**src/rtl/rd_ptr_empty_gen_if.sv**
```systemverilog
`default_nettype none
// ============================================================================
// Module      : rd_ptr_empty_gen_if
// Description : Read-side FIFO pointer/status bundle between the consumer
//               (master) and the read pointer/empty generator (slave).
// Revision    : 1.0 - initial release
// ============================================================================
interface rd_ptr_empty_gen_if #(
    parameter int ADDR_WIDTH = 3
);
    logic                  r_inc;
    logic [ADDR_WIDTH:0]   w_ptr_sync;
    logic [ADDR_WIDTH-1:0] r_addr;
    logic [ADDR_WIDTH:0]   r_ptr;
    logic                  empty;
    logic                  almost_empty;
    logic [ADDR_WIDTH:0]   r_level;
    logic                  underflow;

    modport master (
        output r_inc,
        output w_ptr_sync,
        input  r_addr,
        input  r_ptr,
        input  empty,
        input  almost_empty,
        input  r_level,
        input  underflow
    );

    modport slave (
        input  r_inc,
        input  w_ptr_sync,
        output r_addr,
        output r_ptr,
        output empty,
        output almost_empty,
        output r_level,
        output underflow
    );
endinterface
`default_nettype wire

```
**src/rtl/rd_ptr_empty_gen.sv**
```systemverilog
`default_nettype none
// ============================================================================
// Module      : rd_ptr_empty_gen
// Description : Async-FIFO read-domain pointer and status generator. Holds
//               the binary read counter, drives the RAM read address and a
//               registered Gray read pointer, and derives registered EMPTY,
//               ALMOST_EMPTY, level and underflow from the synchronised
//               Gray write pointer.
// Revision    : 1.0 - initial release
// ============================================================================
module rd_ptr_empty_gen #(
    parameter int ADDR_WIDTH = 3,
    parameter int AEMPTY_TH  = 1
) (
    input  wire logic          clk,
    input  wire logic          rst_n,
    rd_ptr_empty_gen_if.slave  bus
);
    localparam int              c_PW        = ADDR_WIDTH + 1;
    localparam logic [c_PW-1:0] c_AEMPTY_TH = c_PW'(AEMPTY_TH);

    logic [c_PW-1:0] r_bin;
    logic [c_PW-1:0] r_ptr;
    logic [c_PW-1:0] r_level;
    logic            r_empty;
    logic            r_aempty;
    logic            r_underflow;

    logic            w_accept;
    logic [c_PW-1:0] w_bin_next;
    logic [c_PW-1:0] w_gray_next;
    logic [c_PW-1:0] w_wbin;
    logic [c_PW-1:0] w_level_next;

    // A read only counts when the registered EMPTY says a word is there,
    // so the pointer can never run past the writer.
    assign w_accept    = bus.r_inc & ~r_empty;
    assign w_bin_next  = r_bin + c_PW'(w_accept);
    assign w_gray_next = w_bin_next ^ (w_bin_next >> 1);

    // Gray-to-binary: bit i is the XOR of all Gray bits at and above i.
    // Written as a reduction per bit to avoid a self-referencing chain.
    generate
        for (genvar gi = 0; gi < c_PW; gi++) begin : g_gray2bin
            assign w_wbin[gi] = ^(bus.w_ptr_sync >> gi);
        end
    endgenerate

    // Modular difference; a legal writer keeps this within 0..2^ADDR_WIDTH.
    assign w_level_next = w_wbin - w_bin_next;

    // Pointer and status registers; status is computed from the post-read
    // pointer so reading the last word raises EMPTY on the same edge.
    always_ff @(posedge clk or negedge rst_n) begin
        if (!rst_n) begin
            r_bin       <= '0;
            r_ptr       <= '0;
            r_level     <= '0;
            r_empty     <= 1'b1;
            r_aempty    <= 1'b1;
            r_underflow <= 1'b0;
        end else begin
            r_bin       <= w_bin_next;
            r_ptr       <= w_gray_next;
            r_level     <= w_level_next;
            r_empty     <= (w_gray_next == bus.w_ptr_sync);
            r_aempty    <= (w_level_next <= c_AEMPTY_TH);
            r_underflow <= bus.r_inc & r_empty;
        end
    end

    assign bus.r_addr       = r_bin[ADDR_WIDTH-1:0];
    assign bus.r_ptr        = r_ptr;
    assign bus.r_level      = r_level;
    assign bus.empty        = r_empty;
    assign bus.almost_empty = r_aempty;
    assign bus.underflow    = r_underflow;

endmodule
`default_nettype wire

```
**src/flat_wrapper.sv**
```systemverilog
// flat-port wrapper written by rule: the top's interface ports become plain ports
module rd_ptr_empty_gen_flat 
#(
    parameter int ADDR_WIDTH = 3,
    parameter int AEMPTY_TH  = 1
)
  (clk, rst_n, bus_r_inc, bus_w_ptr_sync, bus_r_addr, bus_r_ptr, bus_empty, bus_almost_empty, bus_r_level, bus_underflow);
  rd_ptr_empty_gen_if #(.ADDR_WIDTH(ADDR_WIDTH)) bus_i ();
  input  wire logic clk;
  input  wire logic rst_n;
  input wire logic [$bits(bus_i.r_inc)-1:0] bus_r_inc;
  input wire logic [$bits(bus_i.w_ptr_sync)-1:0] bus_w_ptr_sync;
  output wire logic [$bits(bus_i.r_addr)-1:0] bus_r_addr;
  output wire logic [$bits(bus_i.r_ptr)-1:0] bus_r_ptr;
  output wire logic [$bits(bus_i.empty)-1:0] bus_empty;
  output wire logic [$bits(bus_i.almost_empty)-1:0] bus_almost_empty;
  output wire logic [$bits(bus_i.r_level)-1:0] bus_r_level;
  output wire logic [$bits(bus_i.underflow)-1:0] bus_underflow;
  assign bus_i.r_inc = bus_r_inc;
  assign bus_i.w_ptr_sync = bus_w_ptr_sync;
  assign bus_r_addr = bus_i.r_addr;
  assign bus_r_ptr = bus_i.r_ptr;
  assign bus_empty = bus_i.empty;
  assign bus_almost_empty = bus_i.almost_empty;
  assign bus_r_level = bus_i.r_level;
  assign bus_underflow = bus_i.underflow;
  rd_ptr_empty_gen #(.ADDR_WIDTH(ADDR_WIDTH), .AEMPTY_TH(AEMPTY_TH)) u_core (.clk(clk), .rst_n(rst_n), .bus(bus_i));
endmodule
```
**config.mk**
```make
export PLATFORM = sky130hd
export DESIGN_NAME = rd_ptr_empty_gen_flat
export DESIGN_NICKNAME = d
export VERILOG_FILES = /design/src/rtl/rd_ptr_empty_gen_if.sv /design/src/rtl/rd_ptr_empty_gen.sv /design/src/flat_wrapper.sv
export SDC_FILE = /design/constraint.sdc
export NUM_CORES = 1
export LEC_CHECK = 0
export ABC_AREA = 1
export BUFFER_PORTS_ARGS = -buffer_cell sky130_fd_sc_hd__buf_2
export CAP_MARGIN = 25
export CORE_AREA = 2 2 41 58
export CTS_CLUSTER_SIZE = 16
export DETAILED_ROUTE_END_ITERATION = 10
export DIE_AREA = 0 0 43 60
export PLACE_DENSITY = 0.73
export SLEW_MARGIN = 40
export SYNTH_ARGS = -nofsm -noshare
export SYNTH_HDL_FRONTEND = slang
export SYNTH_SLANG_ARGS = --single-unit
```
**constraint.sdc**
```tcl
create_clock -name clk -period 2.54 [get_ports clk]
set_input_delay 0.127 -clock clk [delete_from_list [all_inputs] [get_ports clk]]
set_output_delay 0.127 -clock clk [all_outputs]
set_load 0.1 [all_outputs]
```
-- After elaboration in Yosys (flattened, before gate mapping)
Cells that the tools add are included.
- flip-flop bits (word level): 15
- bits of input ports: 7
- output and inout bits: 14
- word-level logic and storage cells: 18
- $add $sub $neg: 2
- $lt $le $gt $ge: 1
- equality and inequality tests: 1
- bitwise logic cells: 4
- reductions and logical operators: 4
- operator list (cell ; count):
    $reduce_xor 4->1 ; 4
    $add 4x1->4 ; 1
    $eq 4x4->1 ; 1
    $le 4x1->1 const B ; 1
    $sub 4x4->4 ; 1
    $xor 4x3->4 ; 1
    $and 1x1->1 ; 2
    $not 1->1 ; 1

-- Longest topological paths before layout
Gate-level depths: netlist (run 1).
- depth in word-level cells: 5
- gate-level depth with buffers: 16
- depth with buffers taken out: 16

-- Least setup slack after synthesis (run 1)
No wires, ideal clock.
- path type: flip-flop to flip-flop
- start: register u_core.r_empty, in the netlist u_core.bus.empty
- end: register u_core.r_aempty, in the netlist u_core.bus.almost_empty
- library setup time: 0.064 ns
- data arrival time: 2.420 ns
- data required time: 2.476 ns
- path slack: 0.056 ns
- stages on the path, launching flop included: 16
- buffers on the path: 0
- clock period less this slack: 2.484 ns
- cells stage by stage: dfstp_2 > nor2_1 > ha_1 > ha_1 > inv_1 > nand2_1 > nand2_4 > inv_1 > ha_1 > inv_1 > nor2_1 > nor2_2 > nand2_1 > nand2_2 > nand2_2 > nor2_2
- word-level cells in the longest chain between the ends: 5
- RTL lines (element ; line ; RTL):
    from (decl) ; rd_ptr_empty_gen.sv:25 ; logic r_empty;
    from (signal assigned) ; rd_ptr_empty_gen.sv:66 ; r_empty <= (w_gray_next == bus.w_ptr_sync);
    $not 1->1 ; rd_ptr_empty_gen.sv:37 ; assign w_accept = bus.r_inc & ~r_empty;
    $and 1x1->1 ; rd_ptr_empty_gen.sv:37 ;
    $add 4x1->4 ; rd_ptr_empty_gen.sv:38 ; assign w_bin_next = r_bin + c_PW'(w_accept);
    net u_core.w_bin_next[2] ; rd_ptr_empty_gen.sv:30 ; logic [c_PW-1:0] w_bin_next;
    $sub 4x4->4 ; rd_ptr_empty_gen.sv:50 ; assign w_level_next = w_wbin - w_bin_next;
    net u_core.w_level_next[3] ; rd_ptr_empty_gen.sv:33 ; logic [c_PW-1:0] w_level_next;
    $le 4x1->1 ; rd_ptr_empty_gen.sv:67 ; r_aempty <= (w_level_next <= c_AEMPTY_TH);
    to (signal assigned) ; rd_ptr_empty_gen.sv:67 ;
    to (decl) ; rd_ptr_empty_gen.sv:26 ; logic r_aempty;
The timed path passes the listed nets, and every way through them passes these cells.

-- Final worst setup path (run 1)
- start: register u_core.r_empty, in the netlist u_core.bus.empty
- end: register u_core.r_aempty, in the netlist u_core.bus.almost_empty
- word-level cells in the longest chain between the ends: 5
- RTL lines (element ; line):
    $not 1->1 ; rd_ptr_empty_gen.sv:37
    $and 1x1->1 ; rd_ptr_empty_gen.sv:37
    $add 4x1->4 ; rd_ptr_empty_gen.sv:38
    net u_core.w_bin_next[1] ; rd_ptr_empty_gen.sv:30
    $sub 4x4->4 ; rd_ptr_empty_gen.sv:50
    $le 4x1->1 ; rd_ptr_empty_gen.sv:67
The timed path passes the listed nets, and every way through them passes these cells.

==> metrics, run 1 <==
first-pass GRT wire length roughly 2100 µm; Final Hold Viols 0; IO Pins 21; most frequent cells after synthesis inv_1, nand2_1, dfrtp_1; Critical Path AT ~2500 ps; TritonCTS Buffers 3; Post-DRT Antenna Nets 0; Buffers on Ports 20; Cells after Synth 81; post-CTS sizing 0; top cell type's share of synthesized area 38.4%; CTS tree built; drt pass-1 iters 3; sequential area share after synthesis between 40% and 50%; Hold Path End u_core.bus.underflow$_DFF_PN0_; cell taking the most area after synthesis dfrtp_1; routed len/inst 10.4 µm; clk slew on worst S/H paths approximately 70 ps; vias ~570; initial antenna violation count 0; R2R Path Start u_core.bus.empty$_DFF_PN1_; hold depth 3; share of layout cells above drive strength 1 between 40% and 50%; Syn Area/Cell about 9.7 µm²; Critical Path End Type flip-flop; DRC viols 0; Total Wirelength between 1000 and 1500 µm; CP cell instances nor2_1 > ha_1 > ha_1 > inv_1 > nand3_2 > nand2_1 > inv_1 > ha_1 > inv_1 > nand2_1 > xor2_1 > nand2_1 > nor2_2; Max-Cap Viols 0; max-slew violation count 0; Finished Cell Area around 940 µm²; grt total ovfl 0; worst r2r path cells 13; Critical Path Max Stage Delay 540 ps; Die X around 43 µm; Final Net Count about 120; DP Area between 900 and 1000 µm²; EDFF count, synth 0; Syn. warnings 0; Hold Crit Class primary input to flip-flop; Worst setup SP type flip-flop; CTS Root Cell clkbuf_4; run status complete, no violations; Total GRT Usage between 10 and 15%; vias per cell 4.48; clock tree buffer depth 2; Synth-to-Final Area Change 20.5%; Worst Min Path Start bus_r_inc; critical path data required time around 2800 ps; FF-to-FF setup slack between 200 and 300 ps; Slew @ Worst Pin ~480 ps; Hold Buf Count CTS 1; vias in the first global route roughly 550; unrepaired setup endpoints after global routing no; flops & latches, synth 14; most common cell in the synthesized netlist inv_1; CORE AREA between 2000 and 2500 µm²; WP buf/inv 3; Ant. Diodes 0; DR iter-0 viols 4; fin crit share slightly below 90%; largest net degree at the start of global routing 15; Die ar. 2580 µm²; FFs w/ async S/R, synth 100%; Initial Util 37.2%; top post-synthesis cells by area dfrtp_1, ha_1, inv_1; Setup CP Type flip-flop to flip-flop; crit-path leading delay family adder cells; worst-path maximum fanout 5; number of H-tree levels 1; ys flop type dfrtp_1; Synthesized Nets 93; Setup WS pre-CTS 301 ps; row count 20; Inst Count DP 123; RD Place Congestion roughly 0.8; Tmin final roughly 2200 ps; worst skew pair latency around 270 ps; post-DP HPWL 1170 µm; CTS sink cnt 14; R2R Path End u_core.bus.almost_empty$_DFF_PN1_; Clock Skew around 3.6 ps; CP Depth 13; Final Setup Violations 0; Sum Neg Setup Slack 0 ps; count of cell types in the netlist 17; fmax ~450 MHz; Post-CTS Setup Bufs 0; CP max-delay cell dfstp_2; die height 60 µm; Final Non-Filler Cells 127; worst rel slew slack 67.9%; Post-Syn Area ~800 µm²; Setup WS post-layout between 200 and 300 ps
==> metal layers <==
metal  wire length [µm]  track usage, %  up-vias
li1                   -               -      290
met1                460            10.4      264
met2                794            22.3       13
met3                 42               0        2
met4                 25            9.09        0
met5                  0               0        -
==> kinds of logic (layout without fill, tap and decap cells) <==
kind of cell  after synthesis  in the layout  share of synthesized area [%]
simple gates               36             36                           25.9
buf+inv                    17             41                           8.16
flops                      14             14                           45.1
xor+xnor                    9              9                           12.8
fa+ha+maj                   5              5                           8.00
==> stage by stage <==
step / hold WS, ps / util (%)
2_1_floorplan: -169 / -
3_3_place_gp: 22.7 / 43.3
3_5_place_dp: 29.7 / 43.3
4_1_cts: 44.7 / 44.8
5_1_grt: 66.6 / 44.8
6_report: 47.2 / 44.8
==> how the worst max path moves through the flow <==
stage	start	end	slack (ps)
2_1_floorplan	u_core.bus.empty$_DFF_PN1_	u_core.bus.almost_empty$_DFF_PN1_	60
3_3_place_gp	u_core.bus.empty$_DFF_PN1_	u_core.bus.almost_empty$_DFF_PN1_	390
3_5_place_dp	u_core.bus.empty$_DFF_PN1_	u_core.bus.almost_empty$_DFF_PN1_	300
4_1_cts	u_core.bus.empty$_DFF_PN1_	u_core.bus.almost_empty$_DFF_PN1_	280
5_1_grt	u_core.bus.empty$_DFF_PN1_	u_core.bus.almost_empty$_DFF_PN1_	110
6_report	u_core.bus.empty$_DFF_PN1_	u_core.bus.almost_empty$_DFF_PN1_	300
==> cell type report <==
| type | count | area [µm²] |
|---|---|---|
| Inverter | 17 | 63.8 |
| Tap cell | 22 | 27.5 |
| Sequential cell | 14 | 353 |
| Timing Repair Buffer | 21 | 110 |
| Clock buffer | 3 | 22.5 |
| Fill cell | 212 | 1160 |
| Multi-Input combinational cell | 50 | 365 |
==> state kept, by name (all words and copies together) (netlist names) <==
signal                   cells
u_core.bus.almost_empty      1
u_core.r_bin                 4
u_core.bus.underflow         1
u_core.bus.r_ptr             3
u_core.bus.r_level           4
u_core.bus.empty             1
==> worst min-delay path, cell delays in order <==
cell	delay, ps
buf_2	80
nand2_1	40
inv_1	40
==> placed cells by master (no fill, tap or decap), drive strengths merged <==
cell type,instances
buf,20
clkbuf,3
dfrtp,12
dfstp,2
dlygate4sd3,1
ha,5
inv,17
nand2,21
nand3,8
nor2,6
or2,1
xnor2,2
xnor3,1
xor2,6
Power of run 1 is not shown: default switching activity piles up to over one toggle a cycle in this logic, so the estimate is an artifact.
==> inputs of run 2 (changes only) <==
--- a/config.mk
+++ b/config.mk
@@ -12,7 +12,7 @@
 export CTS_CLUSTER_SIZE = 16
 export DETAILED_ROUTE_END_ITERATION = 10
 export DIE_AREA = 0 0 43 60
-export PLACE_DENSITY = 0.73
+export PLACE_DENSITY_LB_ADDON = 0.05
 export SLEW_MARGIN = 40
 export SYNTH_ARGS = -nofsm -noshare
 export SYNTH_HDL_FRONTEND = slang
==> run 2 against run 1 <==
Sequential cell count stayed put. Worst setup slack better by 37 ps. Worst hold slack improved by 16 ps. Register-to-register slack improved by 40 ps.
==> metrics, run 2 (synthesis gave the netlist of run 1 again) <==
largest net degree at the start of global routing 15 (unchanged); Setup WS pre-CTS 334 ps (+32.5 ps); Post-DRT Antenna Nets 0 (unchanged); DR iter-0 viols 3 (-1); Final Util 45.5% (+0.65 points); vias 558 (-1.9%); most frequent cells in the layout buf_2, inv_1, nand2_1; Final Setup Violations 0 (unchanged); Post-CTS Setup Bufs 0 (unchanged); Finished Cell Area 956 µm² (+1.5%); CTS sink cnt 14 (unchanged); fin crit share 86.9% (-1.5 points); Synth-to-Final Area Change 22.2%; number of H-tree levels 1 (unchanged); critical path data required time 2750 ps (about the same); TritonCTS Buffers 3 (unchanged); Slew @ Worst Pin 489 ps (+3.82 ps); Total Wirelength 1250 µm (-5.9%); grt total ovfl 0 (unchanged); worst skew pair latency 270 ps (about the same); largest registers u_core.bus.r_level x4, u_core.r_bin x4, u_core.bus.r_ptr x3; Max-Cap Viols 0 (unchanged); initial antenna violation count 0 (unchanged); Tmin final 2210 ps (-37.3 ps); most common cell after layout, fill and taps aside buf_2; vias in the first global route 541 (-2.0%); die height 60 µm (unchanged); post-DP HPWL 1100 µm (-5.3%); met1 Use GR 12.2% (+1.8 points); Critical Path AT 2420 ps (-40 ps); DP Area 910 µm² (unchanged); Buffers on Ports 20 (unchanged); DRC viols 0 (unchanged); first-pass GRT wire length 2160 µm (+3.6%); Final Hold Viols 0 (unchanged); worst rel slew slack 67.6% (-0.25 points); post-CTS sizing 0 (unchanged); worst-path maximum fanout 5 (unchanged); Setup CP Type flip-flop to flip-flop; Hold Crit Class primary input to flip-flop; row count 20 (unchanged); drt pass-1 iters 2 (-1); Total GRT Usage 11.0% (-0.22 points); run status complete, no violations; Die X 43 µm (unchanged); CORE AREA 2100 µm² (unchanged); met2 usage 20.3% (-1.9 points); routed len/inst 9.73 µm (-6.6%); Clock Skew 6.63 ps (+3.01 ps); clock tree buffer depth 2 (unchanged); CTS tree built; RD Place Congestion 0.661 (-18%); IO Pins 21 (unchanged); share of layout cells above drive strength 1 40.6% (+0.57 points); unrepaired setup endpoints after global routing no; Setup WS post-layout 333 ps (+37.3 ps); Ant. Diodes 0 (unchanged); Sum Neg Setup Slack 0 ps (unchanged); fmax 453 MHz (+1.7%); vias per cell 4.36 (-2.7%); M3 GR Usage 1.51% (+1.5 points); Die ar. 2580 µm² (unchanged); Critical Path End Type flip-flop; Initial Util 37.2% (unchanged); clk slew on worst S/H paths 80 ps (about the same); gr busiest metal met2; Worst setup SP type flip-flop; max-slew violation count 0 (unchanged); CTS Root Cell clkbuf_4; Final Net Count 119 (unchanged)
[run 2: changes by cell type in the layout (fill, tap and decap cells not counted)]
cell	change
clkbuf_8	+1
[run 2: what timing repair did]
item                                    CTS  global route
hold buffers                              1             0
endpoints found under the hold margin    14             0
endpoints found under the setup margin    0             0
[run 2: critical path: stages (launching register included)]
cell,delay (ps)
dfstp_2,540
nor2_1,50
ha_1,200
ha_1,370
inv_1,100
nand3_2,100
nand2_1,80
inv_1,40
ha_1,180
inv_1,60
nand2_1,60
xor2_1,170
nand2_1,90
nor2_2,110
[run 2: per-stage QoR]
stage / std cells / hold slack, ps
2_1_floorplan: 81 / -169
3_3_place_gp: 123 / 32.6
3_5_place_dp: 123 / 28.2
4_1_cts: 128 / 59.7
5_1_grt: 128 / 71.1
6_report: 128 / 63.2
[run 2: path summary, 6_finish.rpt]
check / startpoint / end / slack (ps) / cells past startpoint
setup / recovery: u_core.bus.empty$_DFF_PN1_ / u_core.bus.almost_empty$_DFF_PN1_ / 330 / 13
hold / removal: bus_r_inc / u_core.bus.underflow$_DFF_PN0_ / 60 / 3
setup reg to reg: u_core.bus.empty$_DFF_PN1_ / u_core.bus.almost_empty$_DFF_PN1_ / 330 / 13
hold reg to reg: u_core.bus.empty$_DFF_PN1_ / u_core.bus.underflow$_DFF_PN0_ / 500 / 2
max in group asynchronous: rst_n / u_core.bus.almost_empty$_DFF_PN1_ / 1990 / 2
min in group asynchronous: rst_n / u_core.bus.r_ptr[2]$_DFF_PN0_ / 260 / 2
[run 2: cell type report]
cell class              instances  area, µm²
fillers                       213       1150
multi-input cells              50        365
flip-flops and latches         14        353
repair buffers                 21        110
inverters                      17       63.8
clock buffers                   4       36.3
well taps                      22       27.5
[run 2: metal layers]
metal / routed length [µm] / up-vias
met5: 0 / -
met2: 630 / 16
met4: 17 / 0
met1: 514 / 249
li1: - / 291
met3: 83 / 2
Power of run 2 is left out for the same reason.
==> inputs of run 3 (changes only) <==
==> constraint.sdc (replaced) <==
create_clock -name clk -period 2.1 [get_ports clk]
set_input_delay 0.105 -clock clk [delete_from_list [all_inputs] [get_ports clk]]
set_output_delay 0.105 -clock clk [all_outputs]
set_load 0.1 [all_outputs]
==> run 3 against run 2 <==
Clock skew fell by 5.6 ps. Register-to-register slack got worse by 260 ps. Count of clock-buffer cells in the layout did not move. Fmax rose by 9.1%. Critical endpoint unchanged.
==> metrics, run 3 (synthesis gave the netlist of run 1 again) <==
Setup WS pre-CTS 111 ps (-222 ps); Setup crit end u_core.bus.almost_empty$_DFF_PN1_; Synth-to-Final Area Change 37.8%; most frequent cells in the layout buf_2, inv_1, nand2_1; die height 60 µm (unchanged); worst skew pair latency 270 ps (about the same); unrepaired setup endpoints after global routing yes; CTS sink cnt 14 (unchanged); DRC viols 0 (unchanged); IO Pins 21 (unchanged); CP cell instances nor2_4 > ha_4 > ha_4 > inv_2 > nand2_2 > nand2_4 > inv_2 > ha_4 > inv_4 > nor2_4 > nand3_2 > nand2_2 > nand2_2 > nand2_2 > nor2_2; CP max-delay cell dfstp_4; Ant. Diodes 0 (unchanged); largest net degree at the start of global routing 15 (unchanged); grt total ovfl 0 (unchanged); worst rel slew slack 67.9% (+0.20 points); fmax 494 MHz (+9.1%); Critical Path Max Stage Delay 640 ps (+100 ps); vias in the first global route 526 (-2.8%); max-slew violation count 0 (unchanged); run status complete, no violations; Critical Path End Type flip-flop; Inst Count DP 126 (+2.4%); Worst setup SP type flip-flop; Critical Path AT 2230 ps (-190 ps); M3 GR Usage 1.51% (unchanged); hold_ws 32.6 ps (-30.6 ps); Final Non-Filler Cells 133 (+3.9%); worst-path maximum fanout 3 (-2); CP startpoint u_core.bus.empty$_DFF_PN1_; clock tree buffer depth 2 (unchanged); vias per cell 4.26 (-2.4%); largest registers u_core.bus.r_level x4, u_core.r_bin x4, u_core.bus.r_ptr x3; Post-DRT Antenna Nets 0 (unchanged); most frequent CP cell nand2_2; critical path data required time 2310 ps (-440 ps); routed len/inst 9.97 µm (+2.5%); Die ar. 2580 µm² (unchanged); Final Net Count 124 (+4.2%); DR iter-0 viols 9 (+6); Tmin final 2020 ps (-184 ps); post-DP HPWL 1110 µm (+0.34%); Hold Crit Class primary input to flip-flop; Total Wirelength 1330 µm (+6.5%); R2R Path Start u_core.bus.empty$_DFF_PN1_; FF-to-FF setup slack 80 ps (-260 ps); RD Place Congestion 0.710 (+7.5%); Setup CP Type flip-flop to flip-flop; CTS Root Cell clkbuf_4; first-pass GRT wire length 2210 µm (+2.3%); fin crit share 96.3% (+9.4 points); met2 usage 19.9% (-0.43 points); row count 20 (unchanged); Buffers on Ports 20 (unchanged); Clock Skew 1.02 ps (-5.61 ps); initial antenna violation count 0 (unchanged); share of layout cells above drive strength 1 59.5% (+19 points); Setup WS post-layout 77.1 ps (-256 ps); Slew @ Worst Pin 486 ps (-3.09 ps); drt pass-1 iters 3 (+1); gr busiest metal met2; CORE AREA 2100 µm² (unchanged); Sum Neg Setup Slack 0 ps (unchanged); number of H-tree levels 1 (unchanged); most common cell after layout, fill and taps aside buf_2; TritonCTS Buffers 3 (unchanged); CTS tree built; Die X 43 µm (unchanged); Final Setup Violations 0 (unchanged); clk slew on worst S/H paths 80 ps (about the same); Final Hold Viols 0 (unchanged); Total GRT Usage 11.8% (+0.78 points); vias 566 (+1.4%); R2R Path End u_core.bus.almost_empty$_DFF_PN1_; met1 Use GR 13.4% (+1.2 points); worst r2r path cells 15 (+2); Max-Cap Viols 0 (unchanged); Initial Util 37.2% (unchanged)
run 3: through the flow:
step	util (%)	area (µm²)
final	51.2	1080
after floorplan	-	821
after global placement	46.2	971
after CTS	48.4	1020
after global routing	51.2	1080
after detailed placement	46.2	971
run 3: per-layer routing:
layer / up-vias / part of all wire [%]
met5: - / 0
li1: 302 / -
met4: 0 / 2.9
met3: 4 / 4.4
met1: 244 / 42
met2: 16 / 51
run 3: what timing repair did:
| item | 4_1_cts | 5_1_grt |
|---|---|---|
| buffers inserted | 0 | 2 |
| resized for setup | 0 | 11 |
| endpoints found under the setup margin | 0 | 1 |
| hold endpoints to repair | 14 | 0 |
| hold buffers | 1 | 0 |
run 3: worst max-delay path: cells and delay by family (launching register included):
family	cells	cell delay, ps
DFF	1	640
and+or+nand+nor	9	610
adders and majority gates	3	580
buffers and inverters	3	120
run 3: cell type report:
type / count / area, µm²
Clock buffer: 4 / 36.3
Fill cell: 199 / 1020
Inverter: 17 / 66.3
Multi-Input combinational cell: 50 / 440
Sequential cell: 14 / 359
Tap cell: 22 / 27.5
Timing Repair Buffer: 26 / 148
run 3: worst min path at each step:
| stage | to | from | cells past startpoint |
|---|---|---|---|
| after detailed placement | u_core.bus.r_ptr[2]$_DFF_PN0_ | rst_n | 1 |
| after CTS | u_core.bus.underflow$_DFF_PN0_ | bus_r_inc | 3 |
| after global placement | u_core.r_bin[2]$_DFF_PN0_ | rst_n | 1 |
| final | u_core.bus.underflow$_DFF_PN0_ | bus_r_inc | 3 |
| after global routing | u_core.bus.underflow$_DFF_PN0_ | bus_r_inc | 3 |
| after floorplan | u_core.bus.r_level[0]$_DFF_PN0_ | rst_n | 0 |
Power of run 3 is left out for the same reason.
